### config.mk
export PLATFORM = sky130hd
export DESIGN_NAME = matrix_scan_reader
export DESIGN_NICKNAME = d
export VERILOG_FILES = /design/src/rtl/matrix_scan_reader.sv
export SDC_FILE = /design/constraint.sdc
export NUM_CORES = 1
export LEC_CHECK = 0
export CORE_ASPECT_RATIO = 0.8
export CORE_MARGIN = 2
export CORE_UTILIZATION = 50
export CTS_BUF_LIST = sky130_fd_sc_hd__clkbuf_8
export CTS_CLUSTER_SIZE = 24
export DETAILED_ROUTE_END_ITERATION = 12
export GPL_TIMING_DRIVEN = 0
export PLACE_DENSITY = 0.82
export SLEW_MARGIN = 40
export SYNTH_ARGS = -nofsm -noshare
export SYNTH_HDL_FRONTEND = slang
export SYNTH_SLANG_ARGS = --single-unit
### constraint.sdc
create_clock -name clk1000 -period 3.7 [get_ports clk1000]
set_input_delay 0.74 -clock clk1000 [delete_from_list [all_inputs] [get_ports clk1000]]
set_output_delay 0.74 -clock clk1000 [all_outputs]
set_load 0.005 [all_outputs]
### src/rtl/matrix_scan_reader.sv
// matrix_scan_reader
//   Read-side consumer of the game frame matrix. One column of pixels is fetched
//   at a time from the frame store, which has a 1-cycle read latency. The column
//   is lit for DWELL_CYCLES, and then the display is blanked for BLANK_CYCLES.
//   After that the scan moves on to the next column. It runs continuously,
//   wraps from the last column back to 0, and pulses frame_done on the first
//   fetch of each new frame.
//
// Ports
//   clk1000    system clock
//   rst_n      synchronous reset, active low
//   en         scan enable; low drops to IDLE with the display dark
//   rd_en      one-cycle read strobe to the frame store
//   rd_col     column address qualified by rd_en
//   rd_data    column pixels (bit j = row j), valid the cycle after rd_en
//   col_en     one-hot column drive, all zero when dark
//   row_out    row drive for the lit column (inverted when ROW_ACTIVE_LOW)
//   scan_col   column currently being processed
//   frame_done one-cycle pulse on the fetch that follows a completed frame
module matrix_scan_reader #(
    parameter int NUM_COLS       = 24,
    parameter int NUM_ROWS       = 16,
    parameter int DWELL_CYCLES   = 4,
    parameter int BLANK_CYCLES   = 1,
    parameter int ROW_ACTIVE_LOW = 0
) (
    input  logic                clk1000,
    input  logic                rst_n,
    input  logic                en,
    output logic                rd_en,
    output logic [4:0]          rd_col,
    input  logic [NUM_ROWS-1:0] rd_data,
    output logic [NUM_COLS-1:0] col_en,
    output logic [NUM_ROWS-1:0] row_out,
    output logic [4:0]          scan_col,
    output logic                frame_done
);

    typedef enum logic [2:0] {
        IDLE,
        FETCH,
        WAIT,
        SHOW,
        BLANK
    } state_e;

    // A single counter serves both the dwell phase and the blank phase, so it is sized for the longer one.
    localparam int CNT_MAX = (DWELL_CYCLES > BLANK_CYCLES) ? DWELL_CYCLES : BLANK_CYCLES;
    localparam int CNT_W   = $clog2(CNT_MAX + 1);

    localparam logic [CNT_W-1:0]    DWELL_LAST = CNT_W'(DWELL_CYCLES - 1);
    localparam logic [CNT_W-1:0]    BLANK_LAST = CNT_W'((BLANK_CYCLES > 0) ? BLANK_CYCLES - 1 : 0);
    localparam logic [CNT_W-1:0]    CNT_ONE    = CNT_W'(1);
    localparam logic [4:0]          LAST_COL   = 5'(NUM_COLS - 1);
    localparam logic [NUM_COLS-1:0] COL_ONE    = NUM_COLS'(1);
    localparam logic [NUM_ROWS-1:0] ROW_IDLE   = {NUM_ROWS{ROW_ACTIVE_LOW != 0}};

    state_e              state_q,      state_d;
    logic [4:0]          scan_col_q,   scan_col_d;
    logic [CNT_W-1:0]    cnt_q,        cnt_d;
    logic [NUM_ROWS-1:0] latch_q,      latch_d;
    logic                rd_en_q,      rd_en_d;
    logic [4:0]          rd_col_q,     rd_col_d;
    logic [NUM_COLS-1:0] col_en_q,     col_en_d;
    logic [NUM_ROWS-1:0] row_out_q,    row_out_d;
    logic                frame_done_q, frame_done_d;
    logic                advance;
    logic                frame_wrap;

    // State register. All outputs are flops as well. Reset takes priority over en.
    always_ff @(posedge clk1000) begin
        if (!rst_n) begin
            state_q      <= IDLE;
            scan_col_q   <= '0;
            cnt_q        <= '0;
            latch_q      <= '0;
            rd_en_q      <= 1'b0;
            rd_col_q     <= '0;
            col_en_q     <= '0;
            row_out_q    <= ROW_IDLE;
            frame_done_q <= 1'b0;
        end else begin
            state_q      <= state_d;
            scan_col_q   <= scan_col_d;
            cnt_q        <= cnt_d;
            latch_q      <= latch_d;
            rd_en_q      <= rd_en_d;
            rd_col_q     <= rd_col_d;
            col_en_q     <= col_en_d;
            row_out_q    <= row_out_d;
            frame_done_q <= frame_done_d;
        end
    end

    // Next-state logic.
    // The column latch captures rd_data only on the last edge of WAIT. This means
    // a frame-store write can never tear a column that is already on display.
    // Dropping en abandons the scan, and the next enable always restarts at column 0.
    always_comb begin
        state_d    = state_q;
        scan_col_d = scan_col_q;
        cnt_d      = cnt_q;
        latch_d    = latch_q;
        advance    = 1'b0;
        frame_wrap = 1'b0;

        if (state_q == WAIT) begin
            latch_d = rd_data;
        end

        if (!en) begin
            state_d    = IDLE;
            scan_col_d = '0;
            cnt_d      = '0;
        end else begin
            case (state_q)
                IDLE: begin
                    state_d    = FETCH;
                    scan_col_d = '0;
                end
                FETCH: begin
                    state_d = WAIT;
                end
                WAIT: begin
                    state_d = SHOW;
                    cnt_d   = '0;
                end
                SHOW: begin
                    if (cnt_q == DWELL_LAST) begin
                        cnt_d = '0;
                        if (BLANK_CYCLES > 0) begin
                            state_d = BLANK;
                        end else begin
                            state_d = FETCH;
                            advance = 1'b1;
                        end
                    end else begin
                        cnt_d = cnt_q + CNT_ONE;
                    end
                end
                BLANK: begin
                    if (cnt_q == BLANK_LAST) begin
                        cnt_d   = '0;
                        state_d = FETCH;
                        advance = 1'b1;
                    end else begin
                        cnt_d = cnt_q + CNT_ONE;
                    end
                end
                default: begin
                    state_d    = IDLE;
                    scan_col_d = '0;
                    cnt_d      = '0;
                end
            endcase

            if (advance) begin
                if (scan_col_q == LAST_COL) begin
                    scan_col_d = '0;
                    frame_wrap = 1'b1;
                end else begin
                    scan_col_d = scan_col_q + 5'd1;
                end
            end
        end
    end

    // Output logic.
    // The outputs are decoded from the next state so that, once registered,
    // they line up with the state they describe. On entry to SHOW, latch_d
    // already carries the freshly sampled rd_data.
    always_comb begin
        rd_en_d      = (state_d == FETCH);
        rd_col_d     = (state_d == FETCH) ? scan_col_d : 5'd0;
        frame_done_d = frame_wrap;
        col_en_d     = '0;
        row_out_d    = ROW_IDLE;
        if (state_d == SHOW) begin
            col_en_d  = COL_ONE << scan_col_d;
            row_out_d = (ROW_ACTIVE_LOW != 0) ? ~latch_d : latch_d;
        end
    end

    assign rd_en      = rd_en_q;
    assign rd_col     = rd_col_q;
    assign col_en     = col_en_q;
    assign row_out    = row_out_q;
    assign scan_col   = scan_col_q;
    assign frame_done = frame_done_q;

endmodule
==> results of run 1 <==
## metal layers
metal / vias up / track usage [%]
met5: - / 0
met4: 0 / 7.341
met3: 15 / 7.262
met2: 62 / 36.82
met1: 992 / 27.40
li1: 1031 / -
## path summary, 6_finish.rpt
kind	end	slack, ns	cells past startpoint
setup / recovery	col_en[10]	1.06	7
hold / removal	row_out[11]	0.49	2
setup reg to reg	col_en[5]	1.31	8
hold reg to reg	row_out[11]	0.49	2
## registers in the layout (all words and copies together), names as in the netlist
signal	count
cnt_q	3
col_en	24
frame_done	1
latch_q	16
rd_col	5
rd_en	1
row_out	16
scan_col	5
state_q	3
## metrics by stage
step                area, um^2  std cells  power, mW
detailed placement        3417        389     0.8834
floorplan                 2639        257     0.8524
global placement          3417        389     0.8821
global route              3661        405      1.658
finish                    3661        405      1.608
CTS                       3656        404      1.621
## area by class of cell
cell class / count / area, um^2
fillers: 364 / 1375
plain buffers: 13 / 58.81
multi-input cells: 164 / 1076
repair buffers: 71 / 705.7
inverters: 6 / 22.52
clock inverters: 6 / 115.1
well taps: 62 / 77.57
clock buffers: 9 / 123.9
flip-flops and latches: 74 / 1481
## power by group through the flow
stage                     clock (mW)  sequential, mW  combinational [mW]
after floorplan                    0           0.822              0.0303
after detailed placement           0           0.822              0.0609
after global routing           0.786           0.805              0.0675
final                          0.743           0.804              0.0618
after global placement             0           0.822              0.0599
after CTS                      0.755           0.804              0.0618
## worst max-delay path, delay by kind of cell
kind / cells / cell delay (ns)
buf+inv: 3 / 1.17
compound gates: 1 / 0.25
simple gates: 3 / 0.73
## cell usage after synthesis, drive strengths merged, types with 2 or more instances
cell type,count,area (um^2)
a21oi,8,40.04
a31oi,2,12.51
and2,4,25.02
and3,2,12.51
buf,6,32.53
clkbuf,7,26.28
dfxtp,74,1481
ha,5,62.56
inv,6,22.52
mux2i,17,170.2
nand2,10,37.54
nand2b,5,31.28
nand3,5,25.02
nand3b,4,30.03
nand4,3,18.77
nor2,37,138.9
nor2b,20,125.1
nor3,18,110.1
nor3b,3,22.52
nor4,3,40.04
o211ai,2,25.02
o21ai,2,10.01
or3b,2,20.02
## cells in the final DEF (no fill, tap or decap), types with 5 or more instances in the layout
| master | count |
|---|---|
| sky130_fd_sc_hd__clkdlybuf4s50_1 | 70 |
| sky130_fd_sc_hd__inv_1 | 6 |
| sky130_fd_sc_hd__a21oi_1 | 8 |
| sky130_fd_sc_hd__clkbuf_1 | 7 |
| sky130_fd_sc_hd__nand3_1 | 5 |
| sky130_fd_sc_hd__clkbuf_8 | 9 |
| sky130_fd_sc_hd__nor2_1 | 37 |
| sky130_fd_sc_hd__nor3_1 | 14 |
| sky130_fd_sc_hd__ha_1 | 5 |
| sky130_fd_sc_hd__nand2_1 | 10 |
| sky130_fd_sc_hd__nand2b_1 | 5 |
| sky130_fd_sc_hd__mux2i_1 | 17 |
| sky130_fd_sc_hd__buf_2 | 6 |
| sky130_fd_sc_hd__dfxtp_1 | 74 |
| sky130_fd_sc_hd__nor2b_1 | 20 |
## cell families (layout without fill, tap and decap cells)
family | Yosys count | in the layout | share of synthesized area, %
buf+inv | 19 | 105 | 3.082
compound gates | 21 | 21 | 5.974
fa+ha+maj | 5 | 5 | 2.371
xor+xnor | 1 | 1 | 0.3320
flops | 74 | 74 | 56.14
mux | 17 | 17 | 6.448
simple gates | 120 | 120 | 25.65
==> impl_metrics.tcl, run 1 <==
set metrics [dict create \
    worst_slack_ns 1.065 \
    fp.dieArea_mm2 0.005878 \
    insertion_delay_to_the_later_sink_of_the_worst_skew_pair_ns 0.35 \
    worstPathCellList "clkdlybuf4s50_1 -> clkbuf_1 -> nand2_1 -> clkbuf_1 -> nor2_1 -> o211ai_2 -> nor3_1" \
    timing_hold_violations_final 0 \
    period_needed_ns 2.635 \
    cts_buffer_depth 2 \
    met3_wirelength_um 367 \
    maxCapViolations 0 \
    synthFlopType "sky130_fd_sc_hd__dfxtp_1" \
    crit_required_ns 3.96 \
    synth-warning-count 0 \
    drtAntennaViolNets 0 \
    p_int_mw 1.281 \
    pins_over_slew_limit 0 \
    worst_setup_path_start_kind "input pin" \
    design.final.nets 363 \
    die-height_um 68.98 \
    std_cell_rows 23 \
    grt_antenna_before_repair 0 \
    first_global_vias 1975 \
    setup_total_negative_slack_ns 0 \
    globalplace.congestion 0.8382 \
    path_class "in2reg" \
    drt_drc_violations_left 0 \
    first_pass_grt_wire_length_um 9660 \
    synth.yosys.seq_area_share_pct 56.14 \
    max_stage_delay_ns 0.53 \
    dpl_worst_slack_ns 0.7925 \
    post_cts_hold_buffer_count 0 \
    numPortBuffers 70 \
    syn-instance-count 257 \
    cellLeakagePower_nw 1.256 \
    max_freq_mhz 379.4 \
    final_core_utilization_pct 72.70 \
    crit_arrival_ns 2.89 \
    fp.coreArea_mm2 0.005036 \
    synthDistinctLibCells 40 \
    met2_wirelength_um 2995 \
    htree_num_levels 3 \
    timing.slew.headroom_pct 55.87 \
    status "finished, final reports clean" \
    synth.avg_cell_area_um2 10.27 \
    boundaryPins 71 \
    cts_root_buffer "sky130_fd_sc_hd__clkbuf_8" \
    top_layer_used "met4" \
    dieWidth_um 85.22 \
    critical-path-slowest-cell "sky130_fd_sc_hd__clkdlybuf4s50_1" \
    detail_route.wirelength.met1_um 2603 \
    clock-skew-final_ns 0.008741 \
    numClockSinks 74 \
    grt_start_max_net_pins 14 \
    wl_per_cell_um 15.02 \
    routed_wl_um 6083 \
    asyncSetResetFlopFracSynth_pct 0 \
    area_growth_pct 38.74 \
    floorplan.initialDensity_pct 52.40 \
    synth_edf_count 0 \
    syn-num-nets 281 \
    tritoncts_clock_tree "yes" \
    sw_share_pct 20.33 \
    path_max_fanout 10 \
    cts_setup_buffers 0 \
    register_bit_total_from_synthesis 74 \
    cts_buffers 9 \
    detailed_place_hpwl_um 4199 \
    p_seq_share_pct 50.0 \
    synthesis.area_mm2 0.002639 \
    final_layout_size_suffix_gt1_share_pct 9.913 \
    power.combinational.fraction_pct 3.8 \
    hold_path.startpoint "latch_q[11]" \
    avgViaCountPerCell 5.185 \
    diodes 0 \
    cp-startpoint "en" \
    firstDrtPassIters 4 \
    worstHoldPathType "reg2reg" \
    routed-via-count 2100 \
    grt_overflow 0 \
    critical-path-top-cell-by-count "sky130_fd_sc_hd__clkbuf_1" \
    timing_worst_slew_pin_value_ns 0.6565 \
    final_count_of_negative_setup_slack_endpoints 0 \
    critical_path.reg2reg.startpoint "cnt_q[0]" \
    vdd_ir_drop_max_mv 0.3545 \
    groute.usage.overall_pct 22.08 \
    detailedRoute.firstIterationViolations 122 \
    ctsResizeCount 0 \
    worstSetupEndpointType "flop" \
    whs_ns 0.4910 \
    path_clk_slew_ns 0.08 \
    p_per_area_mw_per_mm2 439.3 \
    share_clk_of_total_power_pct 46.2 \
    switching_power_mw 0.3271 \
    fin_crit_sh_pct 71.23 \
    rsz_0062_raised_after_global_routing "false" \
]
Power figures use the tool's default switching activity.
==> inputs of run 2 (changes only) <==
--- a/config.mk
+++ b/config.mk
@@ -7,12 +7,12 @@
 export LEC_CHECK = 0
 export CORE_ASPECT_RATIO = 0.8
 export CORE_MARGIN = 2
-export CORE_UTILIZATION = 50
+export CORE_UTILIZATION = 49
 export CTS_BUF_LIST = sky130_fd_sc_hd__clkbuf_8
 export CTS_CLUSTER_SIZE = 24
 export DETAILED_ROUTE_END_ITERATION = 12
 export GPL_TIMING_DRIVEN = 0
-export PLACE_DENSITY = 0.82
+export PLACE_DENSITY = 0.81
 export SLEW_MARGIN = 40
 export SYNTH_ARGS = -nofsm -noshare
 export SYNTH_HDL_FRONTEND = slang
==> constraint.sdc (replaced) <==
create_clock -name clk1000 -period 2.8 [get_ports clk1000]
set_input_delay 0.56 -clock clk1000 [delete_from_list [all_inputs] [get_ports clk1000]]
set_output_delay 0.56 -clock clk1000 [all_outputs]
set_load 0.005 [all_outputs]
==> run 2 against run 1 <==
  * Critical path depth is the same
  * Sequential power up 32%
  * Combinational power grew 31%
  * Total power up 32%
  * Global-route usage shrank 1.7 points
==> impl_metrics.tcl, run 2 (synthesized netlist as in run 1, its figures left out) <==
set metrics [dict create \
    drt_drc_violations_left 0 \
    sw_share_pct 19.98 \
    htree_num_levels 3 \
    area_growth_pct 38.74 \
    numPortBuffers 70 \
    cellLeakagePower_nw 1.256 \
    maxCapViolations 0 \
    first_global_vias 1845 \
    drtAntennaViolNets 0 \
    detailed_place_hpwl_um 4055 \
    dieWidth_um 86.05 \
    p_int_mw 1.693 \
    path_class "in2reg" \
    critical-path-slowest-cell "sky130_fd_sc_hd__clkdlybuf4s50_1" \
    p_per_area_mw_per_mm2 578.0 \
    period_needed_ns 2.437 \
    routed-via-count 2080 \
    worstSetupEndpointType "flop" \
    cts_buffer_depth 2 \
    largest_register_ff_count 24 \
    final_cell_mix "sky130_fd_sc_hd__dfxtp_1 (74), sky130_fd_sc_hd__clkdlybuf4s50_1 (70), sky130_fd_sc_hd__nor2_1 (37)" \
    critPathBufInv 3 \
    power.combinational.fraction_pct 3.8 \
    avgViaCountPerCell 5.136 \
    final_layout_size_suffix_gt1_share_pct 9.913 \
    design.final.nets 363 \
    vdd_ir_drop_max_mv 0.2851 \
    share_clk_of_total_power_pct 46.0 \
    rr_endpoint "col_en[8]" \
    hold_path.startpoint "latch_q[8]" \
    critPathTopFamily "buffers and inverters" \
    timing.hold.worst_path_depth 2 \
    worst_setup_path_start_kind "input pin" \
    insertion_delay_to_the_later_sink_of_the_worst_skew_pair_ns 0.35 \
    wl_per_cell_um 14.40 \
    tritoncts_clock_tree "yes" \
    numClockSinks 74 \
    mostFrequentLayoutCell "sky130_fd_sc_hd__dfxtp_1" \
    critical_path.reg2reg.startpoint "cnt_q[0]" \
    fin_crit_sh_pct 87.03 \
    crit_required_ns 3.05 \
    fp.coreArea_mm2 0.005094 \
    timing_hold_violations_final 0 \
    path_clk_slew_ns 0.07 \
    slack_of_the_worst_reg_to_reg_path_ns 0.50 \
    switching_power_mw 0.4229 \
    ctsResizeCount 0 \
    status "finished, final reports clean" \
    die-height_um 69.64 \
    timing_worst_slew_pin_value_ns 0.6826 \
    final_core_utilization_pct 71.87 \
    pins_over_slew_limit 0 \
    rsz_0062_raised_after_global_routing "false" \
    max_freq_mhz 410.4 \
    routed_wl_um 5831 \
    diodes 0 \
    clock-skew-final_ns 0.008643 \
    critical-path-top-cell-by-count "sky130_fd_sc_hd__clkbuf_1" \
    worstPathCellList "clkdlybuf4s50_1 -> clkbuf_1 -> nand2_1 -> clkbuf_1 -> nor2_1 -> o211ai_2 -> nor3_1" \
    fp.dieArea_mm2 0.005992 \
    p_seq_share_pct 50.2 \
    worstHoldPathType "reg2reg" \
    globalplace.congestion 0.8103 \
    boundaryPins 71 \
    whs_endpoint "row_out[8]" \
    setup_total_negative_slack_ns 0 \
    final_count_of_negative_setup_slack_endpoints 0 \
    first_pass_grt_wire_length_um 9397 \
    floorplan.initialDensity_pct 51.81 \
    grt_overflow 0 \
    grt_antenna_before_repair 0 \
    cts_setup_buffers 0 \
    timing.slew.headroom_pct 54.39 \
    firstDrtPassIters 4 \
    post_cts_hold_buffer_count 0 \
    cts_root_buffer "sky130_fd_sc_hd__clkbuf_8" \
    r2r.worst_path.cells 8 \
    grt_start_max_net_pins 14 \
    path_max_fanout 10 \
    std_cell_rows 23 \
    detailedRoute.firstIterationViolations 100 \
    crit_arrival_ns 2.69 \
    max_stage_delay_ns 0.53 \
    groute.usage.overall_pct 20.42 \
    cts_buffers 9 \
]
## run 2: area by class of cell
cell class / count / area (um^2)
Sequential cell: 74 / 1481
Fill cell: 380 / 1433
Multi-Input combinational cell: 164 / 1076
Timing Repair Buffer: 71 / 705.7
Clock buffer: 9 / 123.9
Clock inverter: 6 / 115.1
Tap cell: 62 / 77.57
Buffer: 13 / 58.81
Inverter: 6 / 22.52
## run 2: layer usage
metal | global-route usage, % | up-vias | share of wire (%)
met3 | 6.548 | 10 | 6.0
met2 | 29.03 | 62 | 47
met1 | 28.55 | 972 | 46
li1 | - | 1036 | -
met5 | 0 | - | 0
met4 | 8.113 | 0 | 1.6
## run 2: power groups by stage
stage	registers (mW)	logic [mW]	clock network (mW)
after detailed placement	1.09	0.0802	0
after CTS	1.06	0.0812	0.991
final	1.06	0.0811	0.972
after global routing	1.06	0.0875	1.03
after global placement	1.09	0.0794	0
after floorplan	1.09	0.0400	0
## run 2: metrics by stage
stage	cells	cell area [um^2]	power [mW]	setup WS [ns]	hold slack [ns]
5_1_grt	405	3661	2.182	0.1932	0.5121
3_3_place_gp	389	3417	1.166	0.1460	0.4704
4_1_cts	404	3656	2.135	0.3747	0.4964
6_report	405	3661	2.116	0.3631	0.4908
3_5_place_dp	389	3417	1.167	0.09059	0.4786
2_1_floorplan	257	2639	1.126	0.8675	0.4563
## run 2: worst max-delay path by stage
stage              from    endpoint  slack [ns]  cells past startpoint
6_report             en   col_en[7]        0.36                      7
5_1_grt              en   col_en[7]        0.19                      7
4_1_cts              en   col_en[7]        0.37                      7
3_5_place_dp         en   col_en[7]        0.09                      7
3_3_place_gp         en  col_en[10]        0.15                      7
2_1_floorplan  cnt_q[0]  col_en[11]        0.87                      9
## run 2: worst reg2reg max path, cell delays in order, from the launching register on
cell and delay (ns):
sky130_fd_sc_hd__dfxtp_1 0.38, sky130_fd_sc_hd__inv_1 0.06, sky130_fd_sc_hd__ha_1 0.23, sky130_fd_sc_hd__nand2b_1 0.08, sky130_fd_sc_hd__clkbuf_1 0.36, sky130_fd_sc_hd__mux2i_1 0.32
sky130_fd_sc_hd__o22a_1 0.28, sky130_fd_sc_hd__o211ai_2 0.24, sky130_fd_sc_hd__nor3_1 0.28
==> inputs of run 3 (changes only) <==
--- a/config.mk
+++ b/config.mk
@@ -6,7 +6,7 @@
 export NUM_CORES = 1
 export LEC_CHECK = 0
 export CORE_ASPECT_RATIO = 0.8
-export CORE_MARGIN = 2
+export CORE_MARGIN = 1
 export CORE_UTILIZATION = 49
 export CTS_BUF_LIST = sky130_fd_sc_hd__clkbuf_8
 export CTS_CLUSTER_SIZE = 24
==> run 3 against run 2 <==
  * The flow now finishes with violations (design-rule violations)
  * Worst setup slack gained 0.056 ns
  * Global-route usage up 0.64 points
  * Highest routed layer unchanged
  * Utilization decreased by 0.37 points
  * Critical endpoint is now col_en[10]
  * Sequential power hardly changed
  * Maximum frequency increased by 2.4%
  * Register-to-register slack better by 0.05 ns
  * Flip-flop and latch count stayed put
  * Wire length shrank 2.6%
  * Non-clock buffer count stayed put
==> impl_metrics.tcl, run 3 (synthesized netlist as in run 1, its figures left out) <==
set metrics [dict create \
    share_clk_of_total_power_pct 43.8 \
    routed-via-count 2074 \
    grt_overflow 0 \
    pins_over_slew_limit 0 \
    layout.cell_area.non_filler_mm2 0.003642 \
    insertion_delay_to_the_later_sink_of_the_worst_skew_pair_ns 0.34 \
    fp.coreArea_mm2 0.005094 \
    cellLeakagePower_nw 1.253 \
    critical_path.reg2reg.startpoint "cnt_q[0]" \
    worstSetupEndpointType "flop" \
    numPortBuffers 70 \
    max_freq_mhz 420.0 \
    timing_worst_slew_pin_value_ns 0.7653 \
    drtAntennaViolNets 0 \
    avgViaCountPerCell 5.108 \
    grt_antenna_before_repair 0 \
    finish.cell_count_without_fillers 406 \
    r2r.worst_path.cells 8 \
    grt_use_met1_pct 27.78 \
    path_max_fanout 10 \
    numClockSinks 74 \
    detailed_place_hpwl_um 4049 \
    globalRouteMet2Util_pct 33.61 \
    final_layout_size_suffix_gt1_share_pct 9.884 \
    crit_required_ns 3.06 \
    routed_wl_um 5677 \
    first_pass_grt_wire_length_um 8976 \
    slack_of_the_worst_reg_to_reg_path_ns 0.55 \
    diodes 0 \
    std_cell_rows 23 \
    path_clk_slew_ns 0.08 \
    worstHoldPathType "reg2reg" \
    htree_num_levels 3 \
    drt_drc_violations_left 16 \
    cts_buffer_depth 2 \
    final_core_utilization_pct 71.51 \
    sw_share_pct 21.15 \
    path_class "in2reg" \
    firstDrtPassIters 9 \
    critPathCapture "col_en[10]" \
    final_cell_mix "sky130_fd_sc_hd__dfxtp_1 (74), sky130_fd_sc_hd__clkdlybuf4s50_1 (70), sky130_fd_sc_hd__nor2_1 (37)" \
    cp-startpoint "en" \
    hold_path.startpoint "latch_q[8]" \
    cts_buffers 9 \
    num-fill-cells 388 \
    largest_register_ff_count 24 \
    placedCellCount 389 \
    setup_total_negative_slack_ns 0 \
    grt_start_max_net_pins 14 \
    p_int_mw 1.604 \
    timing.hold.worst_path_depth 2 \
    first_global_vias 1850 \
    crit_arrival_ns 2.64 \
    wl_per_cell_um 13.98 \
    switching_power_mw 0.4302 \
    mostFrequentLayoutCell "sky130_fd_sc_hd__dfxtp_1" \
    ctsResizeCount 0 \
    boundaryPins 71 \
    rr_endpoint "col_en[8]" \
    timing.slew.headroom_pct 48.87 \
    fin_crit_sh_pct 85.03 \
    fp.dieArea_mm2 0.005684 \
    maxCapViolations 0 \
    top_usage_layer "met2" \
    tritoncts_clock_tree "yes" \
    timing_hold_violations_final 0 \
    detailedRoute.firstIterationViolations 89 \
    worst_setup_path_start_kind "input pin" \
    die-height_um 67.64 \
    area_growth_pct 38.03 \
    cts_root_buffer "sky130_fd_sc_hd__clkbuf_8" \
    design.final.nets 363 \
    groute.usage.overall_pct 21.06 \
    vdd_ir_drop_max_mv 0.3617 \
    power.combinational.fraction_pct 4.0 \
    post_cts_hold_buffer_count 0 \
    final_count_of_negative_setup_slack_endpoints 0 \
    dieWidth_um 84.05 \
    floorplan.initialDensity_pct 51.81 \
    p_per_area_mw_per_mm2 558.4 \
    power_mw 2.034 \
    violations_in_the_final_reports "design-rule violations" \
    globalplace.congestion 0.8209 \
    clock-skew-final_ns 0.008050 \
    p_seq_share_pct 52.2 \
    rsz_0062_raised_after_global_routing "false" \
    placed_area_mm2 0.003417 \
    grt_use_met3_pct 4.890 \
    cts_setup_buffers 0 \
    period_needed_ns 2.381 \
    status "complete, but fails checks" \
]
[run 3: cell count changes in the layout (fill, tap and decap cells not counted)]
cell,previous run,this run
sky130_fd_sc_hd__buf_2,6,5
sky130_fd_sc_hd__bufinv_16,3,2
sky130_fd_sc_hd__clkbuf_4,0,1
sky130_fd_sc_hd__clkinv_2,0,1
sky130_fd_sc_hd__inv_1,6,7
[run 3: worst min path at each step]
stage,endpoint,slack (ns)
floorplan,row_out[0],0.46
global placement,row_out[13],0.47
detailed placement,row_out[8],0.47
CTS,row_out[8],0.49
global route,row_out[8],0.53
finish,row_out[8],0.49
[run 3: critical path: stages]
cell and delay [ns]:
sky130_fd_sc_hd__clkdlybuf4s50_1 0.54, sky130_fd_sc_hd__clkbuf_1 0.37, sky130_fd_sc_hd__nand2_1 0.15, sky130_fd_sc_hd__clkbuf_1 0.28
sky130_fd_sc_hd__nor2_1 0.26, sky130_fd_sc_hd__o211ai_2 0.24, sky130_fd_sc_hd__nor3_1 0.24
[run 3: per-layer routing]
metal	wire length, um	share of wire, %
met5	0	0
met4	63	1.1
met3	227	4.0
met2	2614	46
met1	2771	49
[run 3: cell type report]
| cell class | instances | area (um^2) | share of cell area (%) |
|---|---|---|---|
| plain buffers | 13 | 58.81 | 1.615 |
| multi-input cells | 164 | 1076 | 29.54 |
| clock buffers | 9 | 123.9 | 3.401 |
| well taps | 62 | 77.57 | 2.130 |
| repair buffers | 71 | 708.2 | 19.44 |
| flip-flops and latches | 74 | 1481 | 40.67 |
| clock inverters | 7 | 93.84 | 2.576 |
| inverters | 6 | 22.52 | 0.6183 |
[run 3: power by group through the flow]
stage	combinational, mW	sequential, mW	clock [mW]
floorplan	0.0400	1.09	0
global placement	0.0793	1.09	0
detailed placement	0.0806	1.09	0
CTS	0.0814	1.06	0.902
global route	0.0876	1.06	0.949
finish	0.0814	1.06	0.890
[run 3: per-stage QoR]
stage	worst slack [ns]	hold WS (ns)
after global routing	0.2562	0.5296
after floorplan	0.8675	0.4563
after global placement	0.1480	0.4700
after CTS	0.4880	0.4926
after detailed placement	0.1131	0.4744
final	0.4191	0.4882
